File: config.mk
export PLATFORM = sky130hd
export DESIGN_NAME = if_stage
export DESIGN_NICKNAME = d
export VERILOG_FILES = /design/src/rtl/if_stage.sv
export SDC_FILE = /design/constraint.sdc
export NUM_CORES = 1
export LEC_CHECK = 0
export BUFFER_PORTS_ARGS = -buffer_cell sky130_fd_sc_hd__buf_4
export CAP_MARGIN = 20
export CORE_MARGIN = 5
export CORE_UTILIZATION = 48
export DETAILED_ROUTE_END_ITERATION = 10
export GPL_TIMING_DRIVEN = 0
export MAX_ROUTING_LAYER = met4
export PLACE_DENSITY = 0.8
export SYNTH_ARGS = -nofsm -noshare
export SYNTH_HDL_FRONTEND = slang
export SYNTH_SLANG_ARGS = --single-unit
File: constraint.sdc
create_clock -name clk -period 2.7 [get_ports clk]
set_clock_uncertainty 0.1 [all_clocks]
set_input_delay 0.135 -clock clk [delete_from_list [all_inputs] [get_ports clk]]
set_output_delay 0.135 -clock clk [all_outputs]
set_load 0.02 [all_outputs]
File: src/rtl/if_stage.sv
// rtl/if_stage.sv - RV32 instruction-fetch stage with IF/ID pipeline register (optional IF_STALL_CNT_EN stall counter)
module if_stage #(
  parameter int                 PC_W      = 32,
  parameter int                 INSTR_W   = 32,
  parameter logic [PC_W-1:0]    RESET_PC  = '0,
  parameter logic [INSTR_W-1:0] NOP_INSTR = 32'h0000_0013
) (
  input  logic               clk,
  input  logic               reset,
  input  logic               stall,
  input  logic               flush,
  input  logic [PC_W-1:0]    branch_target,
  output logic [PC_W-1:0]    imem_addr,
  input  logic [INSTR_W-1:0] imem_rdata,
  output logic [PC_W-1:0]    if_id_pc,
  output logic [INSTR_W-1:0] if_id_instr,
  output logic               if_id_valid,
  output logic [4:0]         if_id_rs1,
  output logic [4:0]         if_id_rs2
`ifdef IF_STALL_CNT_EN
  ,
  output logic [31:0]        stall_cycles
`endif
);

  logic [PC_W-1:0]    pc_q, pc_d;
  logic [PC_W-1:0]    if_id_pc_q, if_id_pc_d;
  logic [INSTR_W-1:0] if_id_instr_q, if_id_instr_d;
  logic               if_id_valid_q, if_id_valid_d;

  // Next-state selection: flush beats stall, stall beats advance (reset handled in the register block)
  always_comb begin
    pc_d          = pc_q;
    if_id_pc_d    = if_id_pc_q;
    if_id_instr_d = if_id_instr_q;
    if_id_valid_d = if_id_valid_q;
    if (flush) begin
      // Redirect to a word-aligned target and squash the slot behind it
      pc_d          = {branch_target[PC_W-1:2], 2'b00};
      if_id_pc_d    = '0;
      if_id_instr_d = NOP_INSTR;
      if_id_valid_d = 1'b0;
    end else if (!stall) begin
      pc_d          = pc_q + PC_W'(4);
      if_id_pc_d    = pc_q;
      if_id_instr_d = imem_rdata;
      if_id_valid_d = 1'b1;
    end
  end

  // PC and IF/ID registers with synchronous reset
  always_ff @(posedge clk) begin
    if (reset) begin
      pc_q          <= RESET_PC;
      if_id_pc_q    <= '0;
      if_id_instr_q <= NOP_INSTR;
      if_id_valid_q <= 1'b0;
    end else begin
      pc_q          <= pc_d;
      if_id_pc_q    <= if_id_pc_d;
      if_id_instr_q <= if_id_instr_d;
      if_id_valid_q <= if_id_valid_d;
    end
  end

`ifdef IF_STALL_CNT_EN
  logic [31:0] stall_cnt_q, stall_cnt_d;

  // Saturating count of genuine stall cycles (a flush cycle is not a stall)
  always_comb begin
    stall_cnt_d = stall_cnt_q;
    if (stall && !flush && (stall_cnt_q != 32'hFFFF_FFFF)) begin
      stall_cnt_d = stall_cnt_q + 32'd1;
    end
  end

  // Stall counter register, cleared by reset
  always_ff @(posedge clk) begin
    if (reset) begin
      stall_cnt_q <= '0;
    end else begin
      stall_cnt_q <= stall_cnt_d;
    end
  end

  assign stall_cycles = stall_cnt_q;
`endif

  assign imem_addr   = pc_q;
  assign if_id_pc    = if_id_pc_q;
  assign if_id_instr = if_id_instr_q;
  assign if_id_valid = if_id_valid_q;
  // Bubbles carry NOP (addi x0,x0,0) so these read as x0 and never trigger a hazard
  assign if_id_rs1   = if_id_instr_q[19:15];
  assign if_id_rs2   = if_id_instr_q[24:20];

endmodule

Word level (Yosys, flattened, before mapping)
Cells that the tools add are included.
{"block": "classes", "add_sub_neg": 1, "n_eq_ne": 1, "muxes": 2, "n_reduce_logical": 1}
{"operator": "32-bit 2-to-1 mux", "count": 2}
{"operator": "32-bit by 3-bit adder with 32-bit output (second input constant)", "count": 1}
{"operator": "2-bit by 1-bit != test with 1-bit output (second input constant)", "count": 1}
{"operator": "2-bit OR reduction", "count": 1}
{"block": "totals", "regBits": 97, "in_bits": 68, "output_inout_bits": 107, "word_cells": 10}

Logic depth before layout (Yosys ltp)
{"block": "logic_depth", "depth_word": 3, "ltp_mapped": 6, "ltp_nobuf": 5}

Worst setup path after synthesis
Ideal clock, no wire load.
{"block": "synth_path", "kind": "reg-to-reg", "startpoint": "register pc_q[2] (netlist: imem_addr[2])", "endpoint": "register pc_q[18] (netlist: imem_addr[18])", "setup_time_ns": 0.091, "arrival_time_ns": 1.941, "required_time_ns": 2.509, "path_slack_ns": 0.568, "stages_incl_launch_ff": 6, "n_path_buf": 0, "synth_period_minus_slack_ns": 2.132, "cell_sequence": "dfxtp_1 -> ha_1 -> nand4_2 -> or2_1 -> or4_1 -> a311oi_1"}
{"block": "synth_between", "elab_chain_cells": 3}
{"item": "from (decl)", "line": "26", "source": "logic [PC_W-1:0] pc_q, pc_d;"}
{"item": "from (signal assigned)", "line": "59", "source": "pc_q <= pc_d;"}
{"item": "32-bit by 3-bit adder with 32-bit output", "line": "44", "source": "pc_d = pc_q + PC_W'(4);"}
{"item": "32-bit 2-to-1 mux", "line": "43", "source": "end else if (!stall) begin"}
{"item": "32-bit 2-to-1 mux", "line": "37", "source": "if (flush) begin"}
No other way between the ends. The select of a mux whose other input is x is not followed.
A chain may end at the register's enable or synchronous reset.

Worst setup path in the final report
Ends and elaborated chain as after synthesis.

==> impl_results.md <==
- Leakage: ~2.9 nW
- Crit. End Element: flip-flop
- Max Transition Viols Final: 0
- Synth cell types: between 40 and 50
- Antenna violations before repair: 0
- Final Setup Violations: 0
- Setup_tns: 0 ns
- Synth Register Bits: between 90 and 100
- Buffers and inverters on the worst path: 0
- Vias in the first global route: 4545
- Die area: 10900 µm²
- Max cap viols: 0
- Post-route setup slack: 0.302 ns
- Initial DRC Count: 220
- Syn Area/Cell: between 9 and 10 µm²
- # DRC: 0
- Min-Delay Path Depth: 3
- CP max stage delay: about 0.53 ns
- Most frequent cells in the layout: buf_4 (181), dfxtp_1 (93), nor2_1 (90), mux2i_1 (63), dlygate4sd3_1 (56)
- Layout cells sized above 1: a little under a third
- DR vias: 4458
- Fin crit period: approximately 2.4 ns
- Hpwl dp: around 9600 µm
- Num rows: 34
- Commonest non-fill, non-tap cell in the layout: buf_4
- Largest net degree at the start of global routing: 16
- Total grt overflow: 0
- R2R setup slack: slightly above 0.3 ns
- Hold_sp: branch_target[27]
- Via density: 5.43
- H-Tree Depth: 3
- Sw Pwr: approximately 0.86 mW
- CP arrival: about 2.6 ns
- Die Ht: approximately 100 µm
- Hold path endpoint: imem_addr[27]
- Ys Warns: 0
- Max_slew headroom: 42.3%
- Internal power: 2.17 mW
- Worst Setup Start Kind: flip-flop
- Biggest area consumer among synthesized cells: dfxtp_1
- Pre-Repair DR Iteration Count: 4
- Place WS: approximately 0.36 ns
- CTS sink count: between 90 and 100
- Crit-path slowest cell: or4_1
- Slew @ Worst Pin: 0.858 ns
- Syn Inst Count: ~470
- Critical path type: flip-flop to flip-flop
- PwrDens: between 400 and 500 nW/µm²
- Clock power frac: about a third
- Top post-synthesis cells by area: dfxtp_1 (44%), mux2i_1 (15%), nor2_1 (7.9%)
- Wirelength per Cell: ~17 µm
- Antenna viol nets, final: 0
- Final GP Congestion: between 0.8 and 0.9
- Post-Syn Area: between 4000 and 5000 µm²
- Cell family with most CP delay: simple AND/OR/NAND/NOR gates
- Yosys top cell area share: 43.6%
- CTS Root Cell: clkbuf_8
- Maximum vdd drop: about 320 µV
- Die width: 104 µm
- Initial cell density of the core: 49.1%
- Ys async rst share: 0%
- Outcome: completed
- Period utilization: 88.8%
- CP Max Fanout: 8
- Nets: between 700 and 800
- Comb pwr share: 18.9%
- Sw frac: about 28%
- Path category of the worst min-delay check: input pin to flip-flop
- Sequential Power Share: between 40% and 50%
- Critical R2R Launch: imem_addr[2]
- CTS Buffer Depth: 2
- First-pass GRT wire length: 22800 µm
- Clk slew on worst S/H paths: 0.09 ns
- CTS buffer count: 9
- Global Route Usage Sum: between 20% and 30%
- CTS tree: done
- Syn-to-layout area delta: 50.7%
- Final Hold Viols: 0
- Core footprint: approximately 8700 µm²
- Drt total wl: ~14000 µm
- Reg2reg end: imem_addr[18]
- EDFF count, synth: 0
- R2R cell count: 5
- Fmax: about 420 MHz
- Top FF cell, synth: dfxtp_1
- Critical path cell sequence: ha_1 > nand4_2 > or2_1 > or4_1 > a311oi_1
- Clk_lat worst skew: ~0.36 ns
- CP required: ~2.9 ns
- CP Depth: 5
- Ports: 175
- Sequential share of the synthesized area: 43.6%
- RSZ-0062 raised after global routing: no
- PortBufs: about 170
[per-layer routing]
layer,wire [µm],track usage [%],up-vias,part of all wire (%)
li1,-,-,2123,-
met1,5520,30.5,2103,40
met2,7160,43.6,206,51
met3,926,4.28,26,6.6
met4,316,9.81,0,2.3
met5,0,-,-,0
[final cells by class]
| class | instances | area, µm² |
|---|---|---|
| Fill cell | 658 | 2250 |
| Multi-Input combinational cell | 322 | 2130 |
| Sequential cell | 93 | 1860 |
| Timing Repair Buffer | 223 | 1810 |
| Buffer | 45 | 234 |
| Clock buffer | 10 | 138 |
| Tap cell | 108 | 135 |
| Clock inverter | 5 | 60.1 |
| Inverter | 14 | 52.6 |
| Antenna cell | 1 | 2.50 |
[per-stage QoR]
| stage | util, % | cells | hold WS (ns) | total power [mW] | area, µm² |
|---|---|---|---|---|---|
| after floorplan | - | 474 | 0.160 | 1.80 | 4280 |
| after global placement | 65.3 | 749 | 0.247 | 2.02 | 5670 |
| after CTS | 74.0 | 820 | 0.00202 | 3.04 | 6420 |
| final | 74.0 | 821 | 0.0181 | 3.03 | 6430 |
| after detailed placement | 65.3 | 749 | 0.252 | 2.04 | 5670 |
| after global routing | 74.0 | 820 | 0.0141 | 3.15 | 6420 |
[worst max path at each step]
stage            startpoint       endpoint  slack (ns)
2_1_floorplan  imem_addr[2]  imem_addr[18]        0.57
3_3_place_gp   imem_addr[2]  imem_addr[18]        0.53
3_5_place_dp   imem_addr[2]  imem_addr[18]        0.36
4_1_cts        imem_addr[2]  imem_addr[18]        0.33
5_1_grt        imem_addr[4]  imem_addr[23]        0.21
6_report       imem_addr[2]  imem_addr[18]        0.30
[kinds of logic after synthesis]
| kind of cell | Yosys count | synth area share (%) |
|---|---|---|
| simple gates | 190 | 22.1 |
| buf+inv | 59 | 6.72 |
| flops | 93 | 43.6 |
| xor+xnor | 10 | 2.05 |
| mux | 63 | 14.8 |
| fa+ha+maj | 1 | 0.293 |
| compound gates | 54 | 10.3 |
| other cells | 1 | 0.0879 |
[worst min-delay path, cell delays in order]
cell and delay [ns]:
buf_4 0.12, nor2_1 0.11, a2111oi_2 0.06
[cell usage after synthesis, types with 4 or more instances]
| master | number |
|---|---|
| nor4_1 | 6 |
| nor2_1 | 90 |
| or3_1 | 8 |
| xnor2_1 | 8 |
| a211oi_1 | 11 |
| a2111oi_2 | 5 |
| and4_1 | 11 |
| buf_4 | 14 |
| nand2_1 | 26 |
| nand4_1 | 14 |
| dfxtp_1 | 93 |
| buf_2 | 4 |
| buf_1 | 6 |
| mux2i_1 | 63 |
| nor3_1 | 8 |
| nand3_1 | 10 |
| nand3b_1 | 4 |
| a31oi_1 | 4 |
| inv_1 | 14 |
| clkbuf_1 | 20 |
| a21oi_1 | 11 |
| a311oi_1 | 5 |
[registers in the layout (all words and copies together) (netlist names)]
| register | cells |
|---|---|
| if_id_pc | 30 |
| imem_addr | 30 |
| if_id_instr | 32 |
| if_id_valid | 1 |
[power groups by stage]
| stage | combinational (mW) | clock (mW) | sequential, mW |
|---|---|---|---|
| final | 0.575 | 0.954 | 1.51 |
| after CTS | 0.570 | 0.967 | 1.50 |
| after global routing | 0.618 | 1.02 | 1.52 |
| after detailed placement | 0.502 | 0 | 1.53 |
| after global placement | 0.492 | 0 | 1.53 |
| after floorplan | 0.216 | 0 | 1.58 |
[what timing repair did]
| action | in CTS | in global routing |
|---|---|---|
| gates resized for setup | 0 | 0 |
| endpoints found under the hold margin | 56 | 0 |
| setup buffers | 0 | 0 |
| hold buffers | 56 | 0 |
No activity file was read; power rests on OpenSTA's default activity.
